==> config.mk <==
export PLATFORM = sky130hd
export DESIGN_NAME = serial_reg_responder
export DESIGN_NICKNAME = d
export VERILOG_FILES = /design/src/rtl/serial_reg_pkg.sv /design/src/rtl/sync_edge.sv /design/src/rtl/serial_reg_responder.sv
export SDC_FILE = /design/constraint.sdc
export NUM_CORES = 1
export LEC_CHECK = 0
export BUFFER_PORTS_ARGS = -buffer_cell sky130_fd_sc_hd__buf_2
export CORE_ASPECT_RATIO = 2
export CORE_MARGIN = 4
export CORE_UTILIZATION = 45
export CTS_BUF_LIST = sky130_fd_sc_hd__clkbuf_4
export CTS_CLUSTER_SIZE = 12
export DETAILED_ROUTE_END_ITERATION = 6
export GPL_ROUTABILITY_DRIVEN = 0
export PLACE_DENSITY = 0.66
export SLEW_MARGIN = 30
export SYNTH_ARGS = -nofsm -noshare
export SYNTH_HDL_FRONTEND = slang
export SYNTH_SLANG_ARGS = --single-unit
==> constraint.sdc <==
create_clock -name CLK -period 3 [get_ports CLK]
set_input_delay 0 -clock CLK [delete_from_list [all_inputs] [get_ports CLK]]
set_output_delay 0 -clock CLK [all_outputs]
set_load 0.02 [all_outputs]
==> src/rtl/serial_reg_pkg.sv <==
// Shared types and constants for the serial register responder.
package serial_reg_pkg;

  localparam int unsigned ADDR_W       = 7;
  localparam int unsigned DATA_W       = 8;
  localparam int unsigned CMD_READ_BIT = 7;

  typedef enum logic [1:0] {
    ST_IDLE = 2'd0,
    ST_CMD  = 2'd1,
    ST_RD   = 2'd2,
    ST_WR   = 2'd3
  } state_e;

endpackage

==> src/rtl/sync_edge.sv <==
// N-stage synchronizer for an asynchronous input with single-cycle rise/fall pulses.
module sync_edge #(
  parameter int unsigned STAGES  = 2,
  parameter logic        RST_VAL = 1'b1
) (
  input  logic CLK,
  input  logic NRST,
  input  logic din,
  output logic rise,
  output logic fall
);

  logic [STAGES-1:0] chain;
  logic              prev;

  always_ff @(posedge CLK) begin
    if (!NRST) begin
      chain <= {STAGES{RST_VAL}};
      prev  <= RST_VAL;
    end else begin
      chain <= {chain[STAGES-2:0], din};
      prev  <= chain[STAGES-1];
    end
  end

  assign rise = chain[STAGES-1] & ~prev;
  assign fall = ~chain[STAGES-1] & prev;

endmodule

==> src/rtl/serial_reg_responder.sv <==
// Serial-link target: decodes a command byte and performs burst reads/writes
// on a 128 x 8 register port.
module serial_reg_responder
  import serial_reg_pkg::*;
#(
  parameter int unsigned SYNC_STAGES = 2
) (
  input  logic              CLK,
  input  logic              NRST,
  input  logic              NCS,
  input  logic              FCK,
  input  logic              SDI,
  output logic              SDO,
  output logic              SDOE,
  output logic [ADDR_W-1:0] REG_ADDR,
  output logic [DATA_W-1:0] REG_WDATA,
  output logic              REG_WE,
  output logic              REG_RE,
  input  logic [DATA_W-1:0] REG_RDATA,
  output logic              BUSY,
  output logic              ERR
);

  state_e state, state_d;

  logic fck_rise, fck_fall, ncs_rise, ncs_fall;
  logic [SYNC_STAGES-1:0] sdi_chain;
  logic sdi_s;

  logic [2:0]        bitcnt;
  logic [DATA_W-2:0] shift_in;
  logic [DATA_W-1:0] rx_byte;
  logic [DATA_W-1:0] tx_shift;
  logic              sdo_q;
  logic              we_pend, re_pend, cap_pend;
  logic              err_d, byte_done;

  // NCS chain resets to "selected" so a reset inside a frame yields no fall
  // edge: the frame is ignored until NCS is seen high and then low again.
  sync_edge #(.STAGES(SYNC_STAGES), .RST_VAL(1'b0)) u_ncs_sync (
    .CLK  (CLK),
    .NRST (NRST),
    .din  (NCS),
    .rise (ncs_rise),
    .fall (ncs_fall)
  );

  sync_edge #(.STAGES(SYNC_STAGES), .RST_VAL(1'b1)) u_fck_sync (
    .CLK  (CLK),
    .NRST (NRST),
    .din  (FCK),
    .rise (fck_rise),
    .fall (fck_fall)
  );

  always_ff @(posedge CLK) begin
    if (!NRST) sdi_chain <= '0;
    else       sdi_chain <= {sdi_chain[SYNC_STAGES-2:0], SDI};
  end
  assign sdi_s = sdi_chain[SYNC_STAGES-1];

  assign rx_byte   = {shift_in, sdi_s};
  assign byte_done = (state != ST_IDLE) && fck_rise && !ncs_rise && (bitcnt == 3'd7);

  always_ff @(posedge CLK) begin
    if (!NRST) state <= ST_IDLE;
    else       state <= state_d;
  end

  always_comb begin
    state_d = state;
    err_d   = 1'b0;
    unique case (state)
      ST_IDLE: if (ncs_fall) state_d = ST_CMD;
      ST_CMD: begin
        if (ncs_rise) begin
          state_d = ST_IDLE;
          err_d   = (bitcnt != 3'd0);
        end else if (byte_done) begin
          state_d = rx_byte[CMD_READ_BIT] ? ST_RD : ST_WR;
        end
      end
      ST_RD, ST_WR: begin
        if (ncs_rise) begin
          state_d = ST_IDLE;
          err_d   = (bitcnt != 3'd0);
        end
      end
      default: state_d = ST_IDLE;
    endcase
  end

  // Strobe pipeline (pend -> strobe -> addr-increment/capture) runs on its own
  // so a completed byte's write still issues if NCS rises right after it.
  always_ff @(posedge CLK) begin
    if (!NRST) begin
      bitcnt    <= '0;
      shift_in  <= '0;
      tx_shift  <= '0;
      sdo_q     <= 1'b1;
      we_pend   <= 1'b0;
      re_pend   <= 1'b0;
      cap_pend  <= 1'b0;
      REG_WE    <= 1'b0;
      REG_RE    <= 1'b0;
      REG_ADDR  <= '0;
      REG_WDATA <= '0;
      ERR       <= 1'b0;
    end else begin
      ERR      <= err_d;
      we_pend  <= 1'b0;
      re_pend  <= 1'b0;
      REG_WE   <= we_pend;
      REG_RE   <= re_pend;
      cap_pend <= REG_RE;

      if (REG_WE)   REG_ADDR <= REG_ADDR + 1'b1;
      if (cap_pend) tx_shift <= REG_RDATA;

      if (state != ST_IDLE && fck_rise && !ncs_rise) begin
        bitcnt   <= bitcnt + 3'd1;
        shift_in <= rx_byte[DATA_W-2:0];
      end
      if (state_d == ST_IDLE) bitcnt <= '0;

      if (byte_done) begin
        unique case (state)
          ST_CMD: begin
            REG_ADDR <= rx_byte[ADDR_W-1:0];
            sdo_q    <= 1'b1;
            re_pend  <= rx_byte[CMD_READ_BIT];
          end
          ST_WR: begin
            REG_WDATA <= rx_byte;
            we_pend   <= 1'b1;
          end
          ST_RD: begin
            REG_ADDR <= REG_ADDR + 1'b1;
            re_pend  <= 1'b1;
          end
          default: ;
        endcase
      end

      if (state == ST_RD && fck_fall && !ncs_rise) begin
        sdo_q    <= tx_shift[DATA_W-1];
        tx_shift <= {tx_shift[DATA_W-2:0], 1'b0};
      end
    end
  end

  assign SDOE = (state == ST_RD);
  assign SDO  = SDOE ? sdo_q : 1'b1;
  assign BUSY = (state != ST_IDLE);

endmodule
[After elaboration in Yosys (flattened, before gate mapping)]
Index checks and enable logic that the tools add are counted.
Storage, ports and cells
  bits of input ports: 13
  output and inout bits: 21
  bits in registers: 50
Cells by class
  equal/unequal tests: 4
  reduce and logical (&&, ||, !) cells: 21
  $add $sub $neg: 2
  muxes and demuxes: 17
  bitwise operators: 9
Operator list (number)
  $mux W8: 2
  $mux W7: 2
  $pmux W7 S2: 1
  $mux W2: 4
  $reduce_bool A2 Y1: 4
  $add A7 B1 Y7 const B: 1
  $mux W1: 6
  $pmux W2 S3: 1
  $reduce_and A2 Y1: 3
  $reduce_or A2 Y1: 3
  $logic_and A1 B1 Y1: 5
  $not A1 Y1: 5
  $and A1 B1 Y1: 4
  $eq A2 B2 Y1 const B: 2
  $logic_not A2 Y1: 2
  $add A3 B1 Y3 const B: 1
  $eq A3 B3 Y1 const B: 1
  $reduce_and A3 Y1: 1
  $reduce_bool A3 Y1: 1
  $reduce_or A3 Y1: 1
  $eq A2 B1 Y1 const B: 1
  $pmux W1 S2: 1
  $logic_not A1 Y1: 1

[Logic depth before layout (Yosys ltp)]
Gate-level depths: netlist of the first run.
  depth in word-level cells: 10
  mapped depth: 9

[Cells and area by module]
Synthesis of the first run repeated with hierarchy kept, for this count alone.
Unflattened totals
  cell total of the unflattened synthesis: 239
  area, all modules: 2198.4 um^2
By module, submodules not included
  serial_reg_responder: instances 1, seq. area each 880.8 um^2, cells each 223, area an instance 2015.7 um^2
  sync_edge: instances 2, seq. area each 60.1 um^2, cells each 8, area an instance 91.3 um^2

[Worst setup path after synthesis of the first run]
OpenSTA, ideal clock, no wires.
  kind: flip-flop to flip-flop
  start point: reg state[0]
  end point: reg REG_ADDR[5]
  slack: 1.158 ns
  period minus slack after synthesis: 1.842 ns
  arrival time: 1.779 ns
  stages on the path, launching flop included: 10
  path buffers: 2
  cells stage by stage: dfxtp_1 -> inv_1 -> ha_1 -> buf_2 -> nor2b_1 -> and3_1 -> buf_4 -> o2111ai_1 -> or4_1 -> nand3_1
On the way
  word-level cells in the longest chain between the ends: 5
  elaborated cells between the ends (all ways): 8
  those cells by class: eq/ne: 2; mux: 2; reduce/logical: 4
RTL lines
  start, declared: RTL line serial_reg_responder.sv:24  | state_e state, state_d;
  start signal, assigned: RTL line serial_reg_responder.sv:67  | else state <= state_d;
  parallel branches: the longest is 4 deep, another holds $pmux W7 S2
  $mux W7 *: RTL line serial_reg_responder.sv:126  | if (byte_done) begin
  end signal, assigned: RTL line serial_reg_responder.sv:117  | if (REG_WE) REG_ADDR <= REG_ADDR + 1'b1;
  end signal, assigned: RTL line serial_reg_responder.sv:129  | REG_ADDR <= rx_byte[ADDR_W-1:0];
  end signal, assigned: RTL line serial_reg_responder.sv:138  | REG_ADDR <= REG_ADDR + 1'b1;
  end, declared: RTL line serial_reg_responder.sv:15  | output logic [ADDR_W-1:0] REG_ADDR,
Every way passes the cells marked *.
A chain may end at the register's enable or synchronous reset.

[Worst setup path in the final report of the first run]
  start point: reg state[0]
  end point: reg sdo_q
On the way
  word-level cells in the longest chain between the ends: 6
  elaborated cells between the ends (all ways): 12
  those cells by class: eq/ne: 2; mux: 1; reduce/logical: 9
RTL lines
  $reduce_bool A2 Y1: RTL line serial_reg_responder.sv:63  | assign byte_done = (state != ST_IDLE) && fck_rise && !ncs_rise && (bitcnt == 3'd7);
  $logic_and A1 B1 Y1 (3 in series): RTL line serial_reg_responder.sv:63
  $reduce_bool A2 Y1 (no line)
  $reduce_and A2 Y1 (no line)
  end signal, assigned: RTL line serial_reg_responder.sv:146  | sdo_q <= tx_shift[DATA_W-1];
  end, declared: RTL line serial_reg_responder.sv:34  | logic sdo_q;
Parallel ways exist; a longest one is shown, timed or not.

==> reports/results.ini, run 1 <==
[timing]
max_slew_margin_pct=56.40
max_freq_mhz=459.4
rsz0062_at_grt=no
tightest_slew_ns=0.6505
drv_slew=0
hold_viol_final=0
min_period_ns=2.177
setup_viol=0
finalClockSkew_ns=0.01872
post-route-period-util_pct=72.56
setup_tns_ns=0

[route]
ant_nets=0
dr.pass1.iters=4
route.vias.total=1734
wl_mm=4.678
wire_per_inst_um=14.57
drtIter0Drc=39
drc=0
routed_via_density=5.402

[worst_setup_path]
required_ns=3.30
cp_data_arrival_time_ns=2.48
criticalPathCategory=register to register
endpoint_kind=register
start_kind=register
slowest_stage=nand4b_1
critPathMaxStageDelay_ns=0.62
path_cells=inv_1, ha_1, nand4b_1, nor2b_1, o2bb2ai_1, nand2_1
path_max_fanout=17

[synth]
synth.top_cell.area_share_pct=46.08
ys_top_cells_by_area=dfxtp_1 (46%), mux2i_1 (11%), nor2_1 (4.8%), ha_1 (4.6%), a211oi_1 (3.8%)
ys.warnings.count=0
syn_avg_cell_area_um2=9.654
synthCells=225
netlist_area_um2=2172
ys_seq_area_share_pct=46.08
yosysUniqueCellTypes=39
synth_area_leader_cell=dfxtp_1
syn_nets=246
ys_ff_latch=50

[floorplan]
die_area_um2=6070
fp.dieW_um=57.13
num_rows=35
io_pins=34
initial_core_util_pct=46.79
core_area_um2=4642
chipHeight_um=106.3

[clock_network]
cts_buffers=5
htree_levels=2
cts_setup_buffers=0
clkSinkCount=50
cts_buffer_depth=2
cts_tree=done
clockRootBuffer=clkbuf_4
path_clk_slew_ns=0.14
worstSkewPairLatency_ns=0.37

[layout]
synthToLayoutAreaGrowth_pct=17.11
layout-drive-gt1-share_pct=16.54
nets=287
diodes=0

[power]
p_int_uw=777.4
p_clk_share_pct=29.0
power_frac_comb_pct=4.0
p_switching_uw=224.7
power_uw=1002
switching_share_pct=22.42
powerDensity_nw_per_um2=393.9
p_leak_uw=0.001023
peakVddDrop_mv=0.2888
power_frac_seq_pct=67.0

[grt]
antenna_found_initial=0
grt_max_degree=24
grt_pass1_wl_mm=7.941
grt_usage_pct=16.49
grt_overflow=0
first_global_vias=1717

[outcome]
outcome=complete, no violations

[place]
dp_hpwl_mm=3.367
io_buffers=33

[min_path]
hp-class=input port to register

[flow_run]
cap_viol_max_count=0

==> cell usage after synthesis, drive strengths merged <==
library cell	n
xnor2	1
or4	2
mux2	1
nor3b	1
clkbuf	7
nor3	2
o211ai	1
a21oi	6
a221oi	6
nand2	7
inv	8
nand2b	6
o21a	1
mux2i	24
a32oi	1
o311ai	1
xor2	6
and2	10
a21o	1
a211oi	11
ha	8
and3	5
nand3	3
o21ai	5
dfxtp	50
buf	7
nor2	28
o31a	1
and3b	1
nand4	2
o2111ai	1
o2bb2ai	1
nor4b	1
a2111oi	1
nor2b	5
nand4b	2
nand3b	1
==> cell type report <==
type | count | area (um^2)
Clock inverter | 2 | 15.01
Clock buffer | 5 | 37.54
Timing Repair Buffer | 48 | 310.3
Sequential cell | 50 | 1001
Tap cell | 55 | 68.82
Inverter | 8 | 30.03
Multi-Input combinational cell | 153 | 1081
Fill cell | 452 | 2098
==> critical path, delay by kind of cell, from the launching register on <==
family / cells / cell delay (ns)
compound gates: 1 / 0.12
fa+ha+maj: 1 / 0.46
buf+inv: 1 / 0.11
flops: 1 / 0.38
simple gates: 3 / 1.05
==> power by group through the flow <==
stage,registers (uW),logic (uW),clock network (uW)
after floorplan,685,13.7,0
after global placement,686,26.4,0
after detailed placement,686,26.6,0
after CTS,672,39.6,304
after global routing,673,43.8,334
final,672,39.7,291
==> what timing repair did <==
action	4_1_cts	5_1_grt
hold buffers	13	0
gates resized for setup	0	0
hold endpoints to repair	14	0
==> path summary, 6_finish.rpt <==
kind / start / cells after the start / slack [ns] / end
worst max-delay path: state[0] / 6 / 0.82 / sdo_q
worst min register to register: u_fck_sync.chain[0] / 1 / 0.43 / u_fck_sync.chain[1]
worst min-delay path: NCS / 3 / 0.36 / u_ncs_sync.chain[0]
worst max register to register: state[0] / 6 / 0.82 / sdo_q
==> sequential cells by signal, summed over array words and instances (netlist names), 3 cells and up <==
| name | cells |
|---|---|
| REG_ADDR | 7 |
| REG_WDATA | 8 |
| bitcnt | 3 |
| shift_in | 7 |
| tx_shift | 8 |
==> layout by cell type, fill, tap and decap left out, types with 2 or more instances in the layout <==
master and count:
mux2i_1 24, xor2_1 6, nand2b_1 6, clkinvlp_4 2, ha_1 8, nor2_1 28
inv_1 8, and2_1 10, dlygate4sd3_1 13, a211oi_1 11, a221oi_1 6, and3_1 5
or4_1 2, o21ai_0 5, nor2b_1 5, nand4b_1 2, a21oi_1 6, nand3_1 3
buf_2 33, buf_4 2, clkbuf_4 5, dfxtp_1 50, nand2_1 7, nand4_1 2
nor3_1 2
==> metal layers <==
layer	up-vias	wire length, um	track usage [%]
li1	867	-	-
met2	30	2484	29.79
met4	0	91	7.463
met1	829	1932	18.01
met3	8	170	3.038
met5	-	0	0
==> stage by stage <==
stage / setup slack, ns / instance area [um^2] / cells / utilization, % / hold WS [ns]
floorplan: 1.158 / 2172 / 225 / - / 0.07304
global placement: 0.8796 / 2361 / 301 / 50.86 / 0.1999
detailed placement: 0.8511 / 2361 / 301 / 50.86 / 0.1912
CTS: 0.8090 / 2544 / 321 / 54.80 / 0.3527
global route: 0.6007 / 2544 / 321 / 54.80 / 0.3563
finish: 0.8232 / 2544 / 321 / 54.80 / 0.3587
==> logic make-up after synthesis <==
family	after synthesis	share of synthesized area, %
mux	25	11.58
compound gates	37	12.21
buf+inv	22	4.148
flops	50	46.08
xor+xnor	7	2.823
fa+ha+maj	8	4.608
simple gates	76	18.55
Note: power is estimated with default switching activity, not from simulation.
==> run 2: changes to the inputs <==
--- a/config.mk
+++ b/config.mk
@@ -5,6 +5,7 @@
 export SDC_FILE = /design/constraint.sdc
 export NUM_CORES = 1
 export LEC_CHECK = 0
+export ABC_AREA = 1
 export BUFFER_PORTS_ARGS = -buffer_cell sky130_fd_sc_hd__buf_2
 export CORE_ASPECT_RATIO = 2
 export CORE_MARGIN = 4
@@ -13,7 +14,7 @@
 export CTS_CLUSTER_SIZE = 12
 export DETAILED_ROUTE_END_ITERATION = 6
 export GPL_ROUTABILITY_DRIVEN = 0
-export PLACE_DENSITY = 0.66
+export PLACE_DENSITY = 0.68
 export SLEW_MARGIN = 30
 export SYNTH_ARGS = -nofsm -noshare
 export SYNTH_HDL_FRONTEND = slang
==> constraint.sdc (replaced) <==
create_clock -name CLK -period 1.9 [get_ports CLK]
set_input_delay 0 -clock CLK [delete_from_list [all_inputs] [get_ports CLK]]
set_output_delay 0 -clock CLK [all_outputs]
set_load 0.02 [all_outputs]
==> reports/results.ini, run 2 <==
[outcome]
outcome=complete, no violations  ; unchanged

[worst_setup_path]
path_max_fanout=7  ; was 17
path_cells=inv_1, ha_2, inv_1, or2_2, buf_2  ; was inv_1, ha_1, nand4b_1, nor2b_1, o2bb2ai_1, nand2_1
worst-path-buf-inv=3  ; was 1
start_kind=register  ; unchanged
criticalPathCategory=register to output port  ; was register to register
required_ns=1.90  ; was 3.30 ns
slowest_stage=dfxtp_1  ; was nand4b_1
critPathMaxStageDelay_ns=0.35  ; was 0.62 ns
cpMostUsedCell=inv_1
crit_family=buffers and inverters  ; was simple AND/OR/NAND/NOR gates
endpoint_kind=output port  ; was register
cp_data_arrival_time_ns=1.71  ; was 2.48 ns

[route]
wire_per_inst_um=13.36  ; was 14.57 um
route.vias.total=2002  ; was 1734
ant_nets=0  ; unchanged
drtIter0Drc=48  ; was 39
wl_mm=5.172  ; was 4.678 mm
drc=0  ; unchanged
routed_via_density=5.173  ; was 5.402
dr.pass1.iters=4  ; unchanged

[power]
powerDensity_nw_per_um2=667.7  ; was 393.9 nW/um^2
p_leak_uw=0.001218  ; was 0.001023 uW
peakVddDrop_mv=0.5115  ; was 0.2888 mV

[layout]
fin_util_pct=55.94  ; was 54.80%
layout-drive-gt1-share_pct=17.77  ; was 16.54%
diodes=0  ; unchanged
fillCellCount=460  ; was 452
multi_input_area_um2=1015  ; was 1081 um^2
synthToLayoutAreaGrowth_pct=18.63  ; was 17.11%
mostFrequentLayoutCells=dfxtp_1 (50), nand2_1 (42), nor2_1 (37), inv_1 (36), buf_2 (33)  ; was dfxtp_1 (50), buf_2 (33), nor2_1 (28), mux2i_1 (24), dlygate4sd3_1 (13)
layout.area.seq_um2=1001  ; unchanged
final_common_cell=dfxtp_1  ; unchanged
reg_top3=REG_WDATA: 8 flops, tx_shift: 8 flops  ; unchanged
nets=353  ; was 287

[grt]
grt_usage_pct=18.18  ; was 16.49%
grt_pass1_wl_mm=8.776  ; was 7.941 mm
grt_overflow=0  ; unchanged
first_global_vias=1996  ; was 1717
grt_max_degree=33  ; was 24
antenna_found_initial=0  ; unchanged

[synth]
syn_nets=307  ; was 246
ys_seq_area_share_pct=45.30  ; was 46.08%
ys_ff_latch=50  ; unchanged
ys_top_cells_by_area=dfxtp_1 (45%), nand2_1 (7.1%), nor2_1 (6.3%), inv_1 (6.1%), o21ai_0 (5.9%)  ; was dfxtp_1 (46%), mux2i_1 (11%), nor2_1 (4.8%), ha_1 (4.6%), a211oi_1 (3.8%)
ys.flop_type=dfxtp_1  ; unchanged
yosysMostFrequentCell=dfxtp_1  ; unchanged
synth-async-reset-ratio_pct=0  ; unchanged
syn_avg_cell_area_um2=7.726  ; was 9.654 um^2
synth.top_cell.area_share_pct=45.30  ; was 46.08%
synth_area_leader_cell=dfxtp_1  ; unchanged
yosysUniqueCellTypes=33  ; was 39
ys.warnings.count=0  ; unchanged
synth_edf_count=0  ; unchanged
synthCells=286  ; was 225
synth.top_cells.by_count=dfxtp_1 (50), nand2_1 (42), nor2_1 (37)  ; was dfxtp_1 (50), nor2_1 (28), mux2i_1 (24)
netlist_area_um2=2210  ; was 2172 um^2

[timing]
fin_hold_ws_ns=0.07525  ; was 0.3587 ns
drv_slew=0  ; unchanged
post-route-period-util_pct=90.18
max_freq_mhz=583.6
tightest_slew_ns=0.5274  ; was 0.6505 ns
setup_viol=0  ; unchanged
rsz0062_at_grt=no  ; unchanged
finalClockSkew_ns=0.004904  ; was 0.01872 ns
max_slew_margin_pct=64.80  ; was 56.40%
setup_tns_ns=0  ; unchanged
min_period_ns=1.713
hold_viol_final=0  ; unchanged

[clock_network]
htree_levels=2  ; unchanged
worstSkewPairLatency_ns=0.37  ; about the same
cts_buffers=5  ; unchanged
cts_buffer_depth=2  ; unchanged
clkSinkCount=50  ; unchanged
cts_tree=done  ; unchanged
path_clk_slew_ns=0.14  ; about the same
clockRootBuffer=clkbuf_4  ; unchanged

[floorplan]
chipHeight_um=107.1  ; was 106.3 um
initial_core_util_pct=47.16  ; was 46.79%
core_area_um2=4686  ; was 4642 um^2
num_rows=35  ; unchanged
fp.dieW_um=57.55  ; was 57.13 um
io_pins=34  ; unchanged
die_area_um2=6164  ; was 6070 um^2

[flow_run]
cap_viol_max_count=0  ; unchanged

[place]
io_buffers=33  ; unchanged
dp_hpwl_mm=3.806  ; was 3.367 mm

[min_path]
hp-class=input port to register  ; unchanged

[run 2: area by class of cell]
| class | count | share of cell area [%] |
|---|---|---|
| clock buffer | 5 | 1.432 |
| clock inverter | 2 | 1.480 |
| inverter | 39 | 5.632 |
| multi-input combinational | 187 | 38.71 |
| sequential | 50 | 38.19 |
| tap | 55 | 2.625 |
| timing repair buffer | 49 | 11.93 |
[run 2: path summary, 6_finish.rpt]
check / from / cells after the start / slack (ns) / to
setup / recovery: state[0] / 5 / 0.19 / SDO
hold / removal: NRST / 3 / 0.08 / u_fck_sync.prev
setup reg to reg: state[1] / 10 / 0.20 / REG_ADDR[5]
hold reg to reg: u_fck_sync.chain[0] / 1 / 0.43 / u_fck_sync.chain[1]
[run 2: tightest hold or removal path, cell delays in order]
cell	delay, ns
buf_2	0.10
buf_4	0.22
nand2_1	0.09
[run 2: stage by stage]
step	setup slack, ns	cells	instance area (um^2)	total power [uW]
2_1_floorplan	0.3715	286	2210	1119
3_3_place_gp	0.3297	369	2432	1144
3_5_place_dp	0.2372	369	2432	1145
4_1_cts	0.09039	387	2619	1762
5_1_grt	0.04474	387	2621	1809
6_report	0.1866	387	2621	1750
[run 2: repair_timing]
action,CTS,global route
setup buffers,0,0
hold buffers,11,0
endpoints found under the setup margin,0,1
gates resized for setup,0,1
hold endpoints to repair,11,0
[run 2: kinds of logic (layout without fill, tap and decap cells)]
family	after synthesis	in the layout	share of synthesized area, %
adder cells (fa/ha/maj)	8	8	4.530
AND/OR/NAND/NOR	114	114	23.84
AO/OA/AOI/OAI	57	57	14.21
multiplexers	1	1	0.4530
XOR/XNOR	7	7	2.775
buffers and inverters	49	95	8.889
flip-flops	50	50	45.30
[run 2: per-layer routing]
| layer | vias to the layer above | global-route usage, % | wire length [um] |
|---|---|---|---|
| li1 | 1013 | - | - |
| met1 | 919 | 17.16 | 1847 |
| met2 | 54 | 34.47 | 2886 |
| met3 | 16 | 3.855 | 241 |
| met4 | 0 | 9.950 | 197 |
| met5 | - | 0 | 0 |
[run 2: report_power, final]
| part | internal (uW) | switching [uW] | total, uW |
|---|---|---|---|
| clock | 273 | 339 | 612 |
| combinational | 36.2 | 39.8 | 76.0 |
| sequential | 1060 | 5.76 | 1060 |
| total | 1370 | 384 | 1750 |
==> run 3: changes to the inputs <==
--- a/config.mk
+++ b/config.mk
@@ -6,7 +6,7 @@
 export NUM_CORES = 1
 export LEC_CHECK = 0
 export ABC_AREA = 1
-export BUFFER_PORTS_ARGS = -buffer_cell sky130_fd_sc_hd__buf_2
+export BUFFER_PORTS_ARGS = -buffer_cell sky130_fd_sc_hd__buf_4
 export CORE_ASPECT_RATIO = 2
 export CORE_MARGIN = 4
 export CORE_UTILIZATION = 45
==> reports/results.ini, run 3 (synthesis results as in run 2) <==
[floorplan]
die_area_um2=6164  ; unchanged
fp.dieW_um=57.55  ; unchanged
chipHeight_um=107.1  ; unchanged
io_pins=34  ; unchanged
num_rows=35  ; unchanged
core_area_um2=4686  ; unchanged
initial_core_util_pct=47.16  ; unchanged

[worst_setup_path]
endpoint_kind=output port  ; unchanged
cp_data_arrival_time_ns=1.71  ; about the same
criticalPathCategory=register to output port  ; unchanged
start_kind=register  ; unchanged
path_max_fanout=7  ; unchanged
required_ns=1.90  ; about the same

[layout]
synthToLayoutAreaGrowth_pct=23.90  ; was 18.63%
layout-drive-gt1-share_pct=17.56  ; was 17.77%
reg_top3=REG_WDATA: 8 flops, tx_shift: 8 flops  ; unchanged
diodes=0  ; unchanged
nets=356  ; was 353
mostFrequentLayoutCells=dfxtp_1 (50), nand2_1 (42), buf_4 (38), nor2_1 (37), inv_1 (36)  ; was dfxtp_1 (50), nand2_1 (42), nor2_1 (37), inv_1 (36), buf_2 (33)
fillCellCount=441  ; was 460
final_common_cell=dfxtp_1  ; unchanged

[timing]
finalClockSkew_ns=0.01443  ; was 0.004904 ns
max_slew_margin_pct=65.18  ; was 64.80%
tightest_slew_ns=0.5218  ; was 0.5274 ns
setup_tns_ns=0  ; unchanged
setup_viol=0  ; unchanged
max_freq_mhz=586.1  ; was 583.6 MHz
hold_viol_final=0  ; unchanged
post-route-period-util_pct=89.80  ; was 90.18%
drv_slew=0  ; unchanged
fin_hold_ws_ns=0.3566  ; was 0.07525 ns
min_period_ns=1.706  ; was 1.713 ns
rsz0062_at_grt=no  ; unchanged

[power]
p_leak_uw=0.001240  ; was 0.001218 uW
p_int_uw=1382  ; was 1366 uW
switching_share_pct=22.45  ; was 21.96%
power_frac_comb_pct=4.9  ; was 4.3%
p_switching_uw=400.0  ; was 384.4 uW
peakVddDrop_mv=0.5993  ; was 0.5115 mV
power_frac_seq_pct=59.7  ; was 60.7%
p_clk_share_pct=35.4  ; was 34.9%
powerDensity_nw_per_um2=650.7  ; was 667.7 nW/um^2

[clock_network]
cts_tree=done  ; unchanged
clkSinkCount=50  ; unchanged
cts_setup_buffers=0  ; unchanged
htree_levels=2  ; unchanged
cts_buffer_depth=2  ; unchanged
worstSkewPairLatency_ns=0.37  ; about the same
cts_buffers=5  ; unchanged
clockRootBuffer=clkbuf_4  ; unchanged
path_clk_slew_ns=0.15  ; was 0.14 ns

[route]
dr.pass1.iters=5  ; was 4
ant_nets=0  ; unchanged
drc=0  ; unchanged
wire_per_inst_um=13.05  ; was 13.36 um
wl_mm=5.104  ; was 5.172 mm
drtIter0Drc=26  ; was 48
route.vias.total=1988  ; was 2002
routed_via_density=5.084  ; was 5.173

[grt]
grt_max_degree=34  ; was 33
grt_pass1_wl_mm=8.714  ; was 8.776 mm
first_global_vias=1995  ; was 1996
antenna_found_initial=0  ; unchanged
grt_overflow=0  ; unchanged
grt_usage_pct=17.85  ; was 18.18%

[min_path]
hp-class=input port to register  ; unchanged

[flow_run]
cap_viol_max_count=0  ; unchanged

[outcome]
outcome=complete, no violations  ; unchanged

[place]
io_buffers=33  ; unchanged
dp_hpwl_mm=3.759  ; was 3.806 mm

run 3: changes by cell type in the layout (fill, tap and decap cells not counted), sizes merged:
cell	change
inv	+1
dlygate4sd3	+3
run 3: final cells by class:
cell class              instances  area (um^2)  share of cell area (%)
inverters                      39        147.6                   5.393
repair buffers                 52        425.4                   15.54
multi-input cells             187         1015                   37.07
well taps                      55        68.82                   2.514
flip-flops and latches         50         1001                   36.56
clock buffers                   5        37.54                   1.371
clock inverters                 3        42.54                   1.554
run 3: final timing paths:
kind	cells after the start	start	endpoint	slack, ns
worst max-delay path	5	state[0]	SDO	0.19
worst min-delay path	3	FCK	u_fck_sync.chain[0]	0.36
worst max register to register	11	state[0]	bitcnt[0]	0.20
worst min register to register	2	sdi_chain[0]	sdi_chain[1]	0.43
run 3: through the flow:
step	area, um^2	util [%]	total power [uW]	setup slack [ns]	instances
2_1_floorplan	2210	-	1119	0.3715	286
3_3_place_gp	2515	53.67	1150	0.2891	369
3_5_place_dp	2515	53.67	1151	0.2514	369
4_1_cts	2735	58.37	1797	0.08329	391
5_1_grt	2738	58.42	1841	0.03948	391
6_report	2738	58.42	1782	0.1939	391
run 3: power by group through the flow:
stage / Sequential [uW] / Clock, uW / Combinational (uW)
finish: 1060 / 630 / 87.9
global route: 1060 / 679 / 97.7
CTS: 1060 / 646 / 87.6
detailed placement: 1090 / 0 / 65.2
global placement: 1090 / 0 / 64.0
floorplan: 1080 / 0 / 35.1
run 3: routing by layer:
layer  global-route usage [%]  up-vias  share of wire, %
li1                         -     1017                 -
met1                    17.40      904                36
met2                    33.25       53                55
met3                    3.253       14               4.6
met4                    10.45        0               4.1
met5                        0        -                 0
run 3: what timing repair did:
item / in CTS / in global routing
hold endpoints to repair: 18 / 0
endpoints found under the setup margin: 0 / 1
resized for setup: 0 / 1
hold buffers: 14 / 0
run 3: worst max-delay path, stage by stage, from the launching register on:
cell and delay (ns):
dfxtp_1 0.36, inv_1 0.12, ha_2 0.28, inv_1 0.13, or2_2 0.29, buf_4 0.16
